<file path="src/rtl/video_timing_pkg.sv">
`default_nettype none
// ============================================================================
// Module      : video_pkg
// Description : Default VGA 640x480@60 timing constants, derived totals and
//               the 10-bit position type shared by the video_timing slice.
// Revision    : 1.0 - initial release
// ============================================================================
package video_pkg;

    localparam int c_pos_w    = 10;

    localparam int c_h_active = 640;
    localparam int c_h_fp     = 16;
    localparam int c_h_sync   = 96;
    localparam int c_h_bp     = 48;

    localparam int c_v_active = 480;
    localparam int c_v_fp     = 10;
    localparam int c_v_sync   = 2;
    localparam int c_v_bp     = 33;

    localparam int c_h_total  = c_h_active + c_h_fp + c_h_sync + c_h_bp;
    localparam int c_v_total  = c_v_active + c_v_fp + c_v_sync + c_v_bp;

    typedef logic [c_pos_w-1:0] pos_t;

    // Half-open window test [lo, hi).
    function automatic logic in_window(input int value, input int lo, input int hi);
        return (value >= lo) && (value < hi);
    endfunction

endpackage : video_pkg
`default_nettype wire

</file>
<file path="src/rtl/video_timing_if.sv">
`default_nettype none
// ============================================================================
// Module      : video_timing_if
// Description : Timing-generator output bundle plus the line-interrupt
//               request input. master = timing generator, slave = consumer.
// Revision    : 1.0 - initial release
// ============================================================================
interface video_timing_if;
    import video_pkg::*;

    pos_t irq_line;
    pos_t hpos;
    pos_t vpos;
    logic active;
    logic hsync_n;
    logic vsync_n;
    logic frame_start;
    logic line_irq;

    modport master (
        input  irq_line,
        output hpos,
        output vpos,
        output active,
        output hsync_n,
        output vsync_n,
        output frame_start,
        output line_irq
    );

    modport slave (
        output irq_line,
        input  hpos,
        input  vpos,
        input  active,
        input  hsync_n,
        input  vsync_n,
        input  frame_start,
        input  line_irq
    );

endinterface : video_timing_if
`default_nettype wire

</file>
<file path="src/rtl/video_timing_sync_window.sv">
`default_nettype none
// ============================================================================
// Module      : sync_window
// Description : Registered flag that is high one cycle after the count lies
//               in the half-open window [LO, HI).
// Revision    : 1.0 - initial release
// ============================================================================
module sync_window
    import video_pkg::*;
#(
    parameter int LO = 0,
    parameter int HI = 1
) (
    input  wire logic clk,
    input  wire logic rst,
    input  wire pos_t i_count,
    output logic      o_in_window
);

    logic r_in_window;

    always_ff @(posedge clk) begin
        if (rst) begin
            r_in_window <= 1'b0;
        end else begin
            r_in_window <= in_window(int'(i_count), LO, HI);
        end
    end

    assign o_in_window = r_in_window;

endmodule : sync_window
`default_nettype wire

</file>
<file path="src/rtl/video_timing.sv">
`default_nettype none
// ============================================================================
// Module      : video_timing
// Description : Raster timing generator with one-cycle registered outputs.
//               Optional macro VIDEO_TIMING_LOCK_GATE_EN adds a pll_locked
//               port that holds the generator in reset while low.
// Revision    : 1.0 - initial release
// ============================================================================
module video_timing
    import video_pkg::*;
#(
    parameter int H_ACTIVE = c_h_active,
    parameter int H_FP     = c_h_fp,
    parameter int H_SYNC   = c_h_sync,
    parameter int H_BP     = c_h_bp,
    parameter int V_ACTIVE = c_v_active,
    parameter int V_FP     = c_v_fp,
    parameter int V_SYNC   = c_v_sync,
    parameter int V_BP     = c_v_bp
) (
    input  wire logic      clk,
    input  wire logic      reset,
`ifdef VIDEO_TIMING_LOCK_GATE_EN
    input  wire logic      pll_locked,
`endif
    video_timing_if.master bus
);

    localparam int   c_h_tot  = H_ACTIVE + H_FP + H_SYNC + H_BP;
    localparam int   c_v_tot  = V_ACTIVE + V_FP + V_SYNC + V_BP;
    localparam pos_t c_h_last = pos_t'(c_h_tot - 1);
    localparam pos_t c_v_last = pos_t'(c_v_tot - 1);

    generate
        if ((c_h_tot > 1024) || (c_v_tot > 1024)) begin : g_bad_totals
            $error("video_timing: H/V totals must not exceed 1024");
        end
    endgenerate

    // Loss of PLL lock is treated exactly like reset.
    logic w_hold;
`ifdef VIDEO_TIMING_LOCK_GATE_EN
    assign w_hold = reset | ~pll_locked;
`else
    assign w_hold = reset;
`endif

    pos_t r_h;
    pos_t r_v;
    logic w_h_wrap;
    logic w_v_wrap;

    assign w_h_wrap = (r_h == c_h_last);
    assign w_v_wrap = (r_v == c_v_last);

    always_ff @(posedge clk) begin
        if (w_hold) begin
            r_h <= '0;
            r_v <= '0;
        end else if (w_h_wrap) begin
            r_h <= '0;
            r_v <= w_v_wrap ? '0 : r_v + pos_t'(1);
        end else begin
            r_h <= r_h + pos_t'(1);
        end
    end

    pos_t r_hpos;
    pos_t r_vpos;
    logic r_frame_start;
    logic r_line_irq;

    always_ff @(posedge clk) begin
        if (w_hold) begin
            r_hpos        <= '0;
            r_vpos        <= '0;
            r_frame_start <= 1'b0;
            r_line_irq    <= 1'b0;
        end else begin
            r_hpos        <= r_h;
            r_vpos        <= r_v;
            r_frame_start <= (r_h == '0) && (r_v == '0);
            // v never reaches irq_line >= total, so out-of-range never fires.
            r_line_irq    <= (r_h == '0) && (r_v == bus.irq_line);
        end
    end

    logic w_h_act;
    logic w_v_act;
    logic w_h_sync;
    logic w_v_sync;

    sync_window #(.LO(0), .HI(H_ACTIVE)) u_h_active (
        .clk         (clk),
        .rst         (w_hold),
        .i_count     (r_h),
        .o_in_window (w_h_act)
    );

    sync_window #(.LO(0), .HI(V_ACTIVE)) u_v_active (
        .clk         (clk),
        .rst         (w_hold),
        .i_count     (r_v),
        .o_in_window (w_v_act)
    );

    sync_window #(.LO(H_ACTIVE + H_FP), .HI(H_ACTIVE + H_FP + H_SYNC)) u_hsync (
        .clk         (clk),
        .rst         (w_hold),
        .i_count     (r_h),
        .o_in_window (w_h_sync)
    );

    // v only changes on the h wrap, so vsync edges land at h = 0.
    sync_window #(.LO(V_ACTIVE + V_FP), .HI(V_ACTIVE + V_FP + V_SYNC)) u_vsync (
        .clk         (clk),
        .rst         (w_hold),
        .i_count     (r_v),
        .o_in_window (w_v_sync)
    );

    assign bus.hpos        = r_hpos;
    assign bus.vpos        = r_vpos;
    assign bus.active      = w_h_act & w_v_act;
    assign bus.hsync_n     = ~w_h_sync;
    assign bus.vsync_n     = ~w_v_sync;
    assign bus.frame_start = r_frame_start;
    assign bus.line_irq    = r_line_irq;

endmodule : video_timing
`default_nettype wire

</file>
<file path="src/flat_wrapper.sv">
// flat-port wrapper written by rule: the top's interface ports become plain ports
module video_timing_flat import video_pkg::*;
#(
    parameter int H_ACTIVE = c_h_active,
    parameter int H_FP     = c_h_fp,
    parameter int H_SYNC   = c_h_sync,
    parameter int H_BP     = c_h_bp,
    parameter int V_ACTIVE = c_v_active,
    parameter int V_FP     = c_v_fp,
    parameter int V_SYNC   = c_v_sync,
    parameter int V_BP     = c_v_bp
)
  (clk, reset, bus_irq_line, bus_hpos, bus_vpos, bus_active, bus_hsync_n, bus_vsync_n, bus_frame_start, bus_line_irq);
  video_timing_if bus_i ();
  input  wire logic clk;
  input  wire logic reset;
  input wire logic [$bits(bus_i.irq_line)-1:0] bus_irq_line;
  output wire logic [$bits(bus_i.hpos)-1:0] bus_hpos;
  output wire logic [$bits(bus_i.vpos)-1:0] bus_vpos;
  output wire logic [$bits(bus_i.active)-1:0] bus_active;
  output wire logic [$bits(bus_i.hsync_n)-1:0] bus_hsync_n;
  output wire logic [$bits(bus_i.vsync_n)-1:0] bus_vsync_n;
  output wire logic [$bits(bus_i.frame_start)-1:0] bus_frame_start;
  output wire logic [$bits(bus_i.line_irq)-1:0] bus_line_irq;
  assign bus_i.irq_line = bus_irq_line;
  assign bus_hpos = bus_i.hpos;
  assign bus_vpos = bus_i.vpos;
  assign bus_active = bus_i.active;
  assign bus_hsync_n = bus_i.hsync_n;
  assign bus_vsync_n = bus_i.vsync_n;
  assign bus_frame_start = bus_i.frame_start;
  assign bus_line_irq = bus_i.line_irq;
  video_timing #(.H_ACTIVE(H_ACTIVE), .H_FP(H_FP), .H_SYNC(H_SYNC), .H_BP(H_BP), .V_ACTIVE(V_ACTIVE), .V_FP(V_FP), .V_SYNC(V_SYNC), .V_BP(V_BP)) u_core (.clk(clk), .reset(reset), .bus(bus_i));
endmodule
</file>
<file path="config.mk">
export PLATFORM = sky130hd
export DESIGN_NAME = video_timing_flat
export DESIGN_NICKNAME = d
export VERILOG_FILES = /design/src/rtl/video_timing_pkg.sv /design/src/rtl/video_timing_if.sv /design/src/rtl/video_timing_sync_window.sv /design/src/rtl/video_timing.sv /design/src/flat_wrapper.sv
export SDC_FILE = /design/constraint.sdc
export NUM_CORES = 1
export LEC_CHECK = 0
export CAP_MARGIN = 20
export CORE_ASPECT_RATIO = 1.4
export CORE_MARGIN = 5
export CORE_UTILIZATION = 45
export CTS_BUF_LIST = sky130_fd_sc_hd__clkbuf_2 sky130_fd_sc_hd__clkbuf_4 sky130_fd_sc_hd__clkbuf_8
export DETAILED_ROUTE_END_ITERATION = 6
export HOLD_SLACK_MARGIN = 0.08
export PLACE_DENSITY = 0.69
export SYNTH_ARGS = -nofsm -noshare
export SYNTH_HDL_FRONTEND = slang
export SYNTH_SLANG_ARGS = --single-unit
</file>
<file path="constraint.sdc">
create_clock -name clk -period 3.78 [get_ports clk]
set_clock_uncertainty 0.05 [all_clocks]
set_input_delay 0.756 -clock clk [delete_from_list [all_inputs] [get_ports clk]]
set_output_delay 0.756 -clock clk [all_outputs]
set_load 0.05 [all_outputs]
</file>
==> metrics.txt <==
outcome=finished clean; Final Critical Period=2376 ps; PwrDens=422.2 mW/mm²; Max Cap Viol=0; hold buffers post-CTS=0; clock slew at reported path FFs=90 ps; met3 routed WL=176 µm; DR WL/cell=13.13 µm; fmax=420.9 MHz; Worst R2R Path Depth=5; Final Hold Violating Endpoints=0; Arr. time, crit path=2520 ps; clock network fraction of total power=0.445; CP Launch Type=input port; Worst EP required=3920 ps; Post-Syn Area=0.001836 mm²; CP max-delay cell=clkdlybuf4s50_1; initial antenna violation count=0; fin crit share=0.6285; DR iter-0 viols=30; post-synthesis register bit count=46; vias per cell=5.048; Post-synth top flop=dfxtp_1; Synth warnings=0; Worst Tran Pin Value=969.3 ps; FP Rows=27; # H-tree levels=2; Final GP Congestion=0.8220; Die ar.=0.005474 mm²; Syn Nets=209; layout cell share with drive strength beyond 1=0.05286; setup TNS=0 ps; Hold Path Stages=1; max-slew violations=0; CTS buffer count=5; register area share after synthesis=0.5017; postcts setup bufs=0; Initial Utilization=0.4644; core area=0.003953 mm²; top layer reached by signal wires=met4; number of synthesized flops with an enable pin=0; IR drop worst, VDD=0.3057 mV; Post-CTS Resized=0; clk_lat worst skew=290 ps; Num Clock Sinks=46; crit-path cells=clkdlybuf4s50_1 -> or3_1 -> nor4b_1; final wirelength=3546 µm; P_leak=0.9216 nW; Slew headroom=0.3518; Worst Path Max Fanout=29; I/O Buffers=36; number of global-route vias before repair=1305; sw power=0.1943 mW; Clock Tree Root=clkbuf_8; Total GRT Usage=0.1370; final core utilization=0.5945; internal power=0.7977 mW; kind of end point of the critical path=flip-flop; Vias=1363; first-pass GRT wire length=5968 µm; Crit path largest cell delay=910 ps; DP HPWL=2513 µm; TritonRoute pass-1 iters=4; number of distinct library cells after synthesis=32; antenna-violating nets left=0; asr flop ratio synth=0; switch share=0.1958; Setup WS pre-CTS=1076 ps; largest net degree at the start of global routing=30; path type of the worst setup path=input port to flip-flop; CTS tree=built; unrepaired setup endpoints after global routing=no; final setup vio count=0; GRT overflow=0; Inserted Diodes=0; num ports=37; setup ws final=1404 ps; Residual DRC=0; Worst Hold Class=flip-flop to flip-flop; r2r setup slk=1510 ps; Die Span X=63.98 µm; Comb pwr share=0.056; routed length on met1=1612 µm; Reg power frac=0.499; Post-Syn Area per Cell=9.510 µm²; Syn Inst Count=193; die height=85.57 µm; WHS=431.0 ps; CTS max path bufs=2; DR WL met2=1697 µm; P&R area growth vs syn=28.02%; NumNets Final=242
==> through the flow <==
step	area, µm²	instances	total power, mW
2_1_floorplan	1836	193	0.5385
3_3_place_gp	2207	262	0.5628
6_report	2350	270	0.9920
5_1_grt	2350	270	1.029
4_1_cts	2350	270	0.9996
3_5_place_dp	2207	262	0.5626
==> kinds of logic after synthesis <==
family          count (synthesis)  share of synthesized area
fa+ha+maj                       4                    0.02727
buf+inv                        20                    0.04363
flops                          46                     0.5017
xor+xnor                       22                     0.1050
compound gates                 14                    0.04840
simple gates                   86                     0.2686
mux                             1                   0.005454
==> cell usage in the layout (no fill, tap or decap) <==
master,instances
mux2i_1,1
xor2_1,17
or4_1,2
a211oi_1,2
ha_1,4
nor3_1,2
a21oi_2,1
nand4_1,4
nor2_1,21
nor4b_1,3
nand4bb_1,1
inv_1,10
and2_1,1
nand3_1,6
nor2b_1,15
clkbuf_8,6
nand2_1,9
or2_1,1
a21oi_1,5
o31ai_1,1
clkdlybuf4s50_1,36
nor4_1,6
and4_1,2
o31ai_2,1
nand3b_1,1
xnor2_1,5
o21ai_0,4
bufinv_16,2
or3_1,6
and3_1,4
nand3b_4,1
or4_4,1
dfxtp_1,46
==> synth_stat cells, types with 3 or more instances <==
cell	count	area [µm²]
clkbuf_1	6	22.52
nor2_1	21	78.83
nor4b_1	3	26.28
nand3_1	6	30.03
nor2b_1	15	93.84
nand2_1	9	33.78
or3_1	6	37.54
xnor2_1	5	43.79
inv_1	10	37.54
xor2_1	17	148.9
dfxtp_1	46	920.9
a21oi_1	5	25.02
ha_1	4	50.05
o21ai_0	4	20.02
nor4_1	6	37.54
buf_2	4	20.02
nand4_1	4	25.02
and3_1	4	25.02
==> routing by layer <==
layer,up-vias,global-route usage
met2,29,0.2177
met1,619,0.1741
met3,4,0.03670
li1,711,-
met4,0,0.05671
met5,-,0
==> area by class of cell <==
type                    count  area (µm²)
repair buffers             36       360.3
multi-input cells         127       834.6
well taps                  43       53.80
inverters                  10       37.54
clock inverters             2       60.06
flip-flops and latches     46       920.9
clock buffers               6       82.58
fillers                   352        1603
==> final timing paths <==
| check | from | to |
|---|---|---|
| setup reg to reg | u_core.r_h[0] | u_core.r_v[1] |
| setup / recovery | reset | u_core.bus.frame_start |
| hold / removal | u_core.r_h[0] | u_core.r_h[0] |
| hold reg to reg | u_core.r_h[0] | u_core.r_h[0] |
==> state kept, by name, indices dropped and copies added (netlist names) <==
name / count
u_core.bus.vpos: 10
u_core.bus.frame_start: 1
u_core.u_hsync.o_in_window: 1
u_core.bus.hpos: 10
u_core.r_h: 10
u_core.r_v: 10
u_core.u_vsync.o_in_window: 1
u_core.bus.line_irq: 1
u_core.u_v_active.o_in_window: 1
u_core.u_h_active.o_in_window: 1
==> worst max-delay path, delay by kind of cell <==
kind / cells / cell delay (ps)
buffers and inverters: 1 / 910
and+or+nand+nor: 2 / 850
==> power groups by stage <==
stage               Clock, mW  Sequential [mW]  Combinational [mW]
floorplan                   0            0.515              0.0238
global placement            0            0.507              0.0562
detailed placement          0            0.506              0.0562
CTS                     0.448            0.495              0.0566
global route            0.472            0.496              0.0608
finish                  0.441            0.495              0.0558
Power figures use the tool's default switching activity.
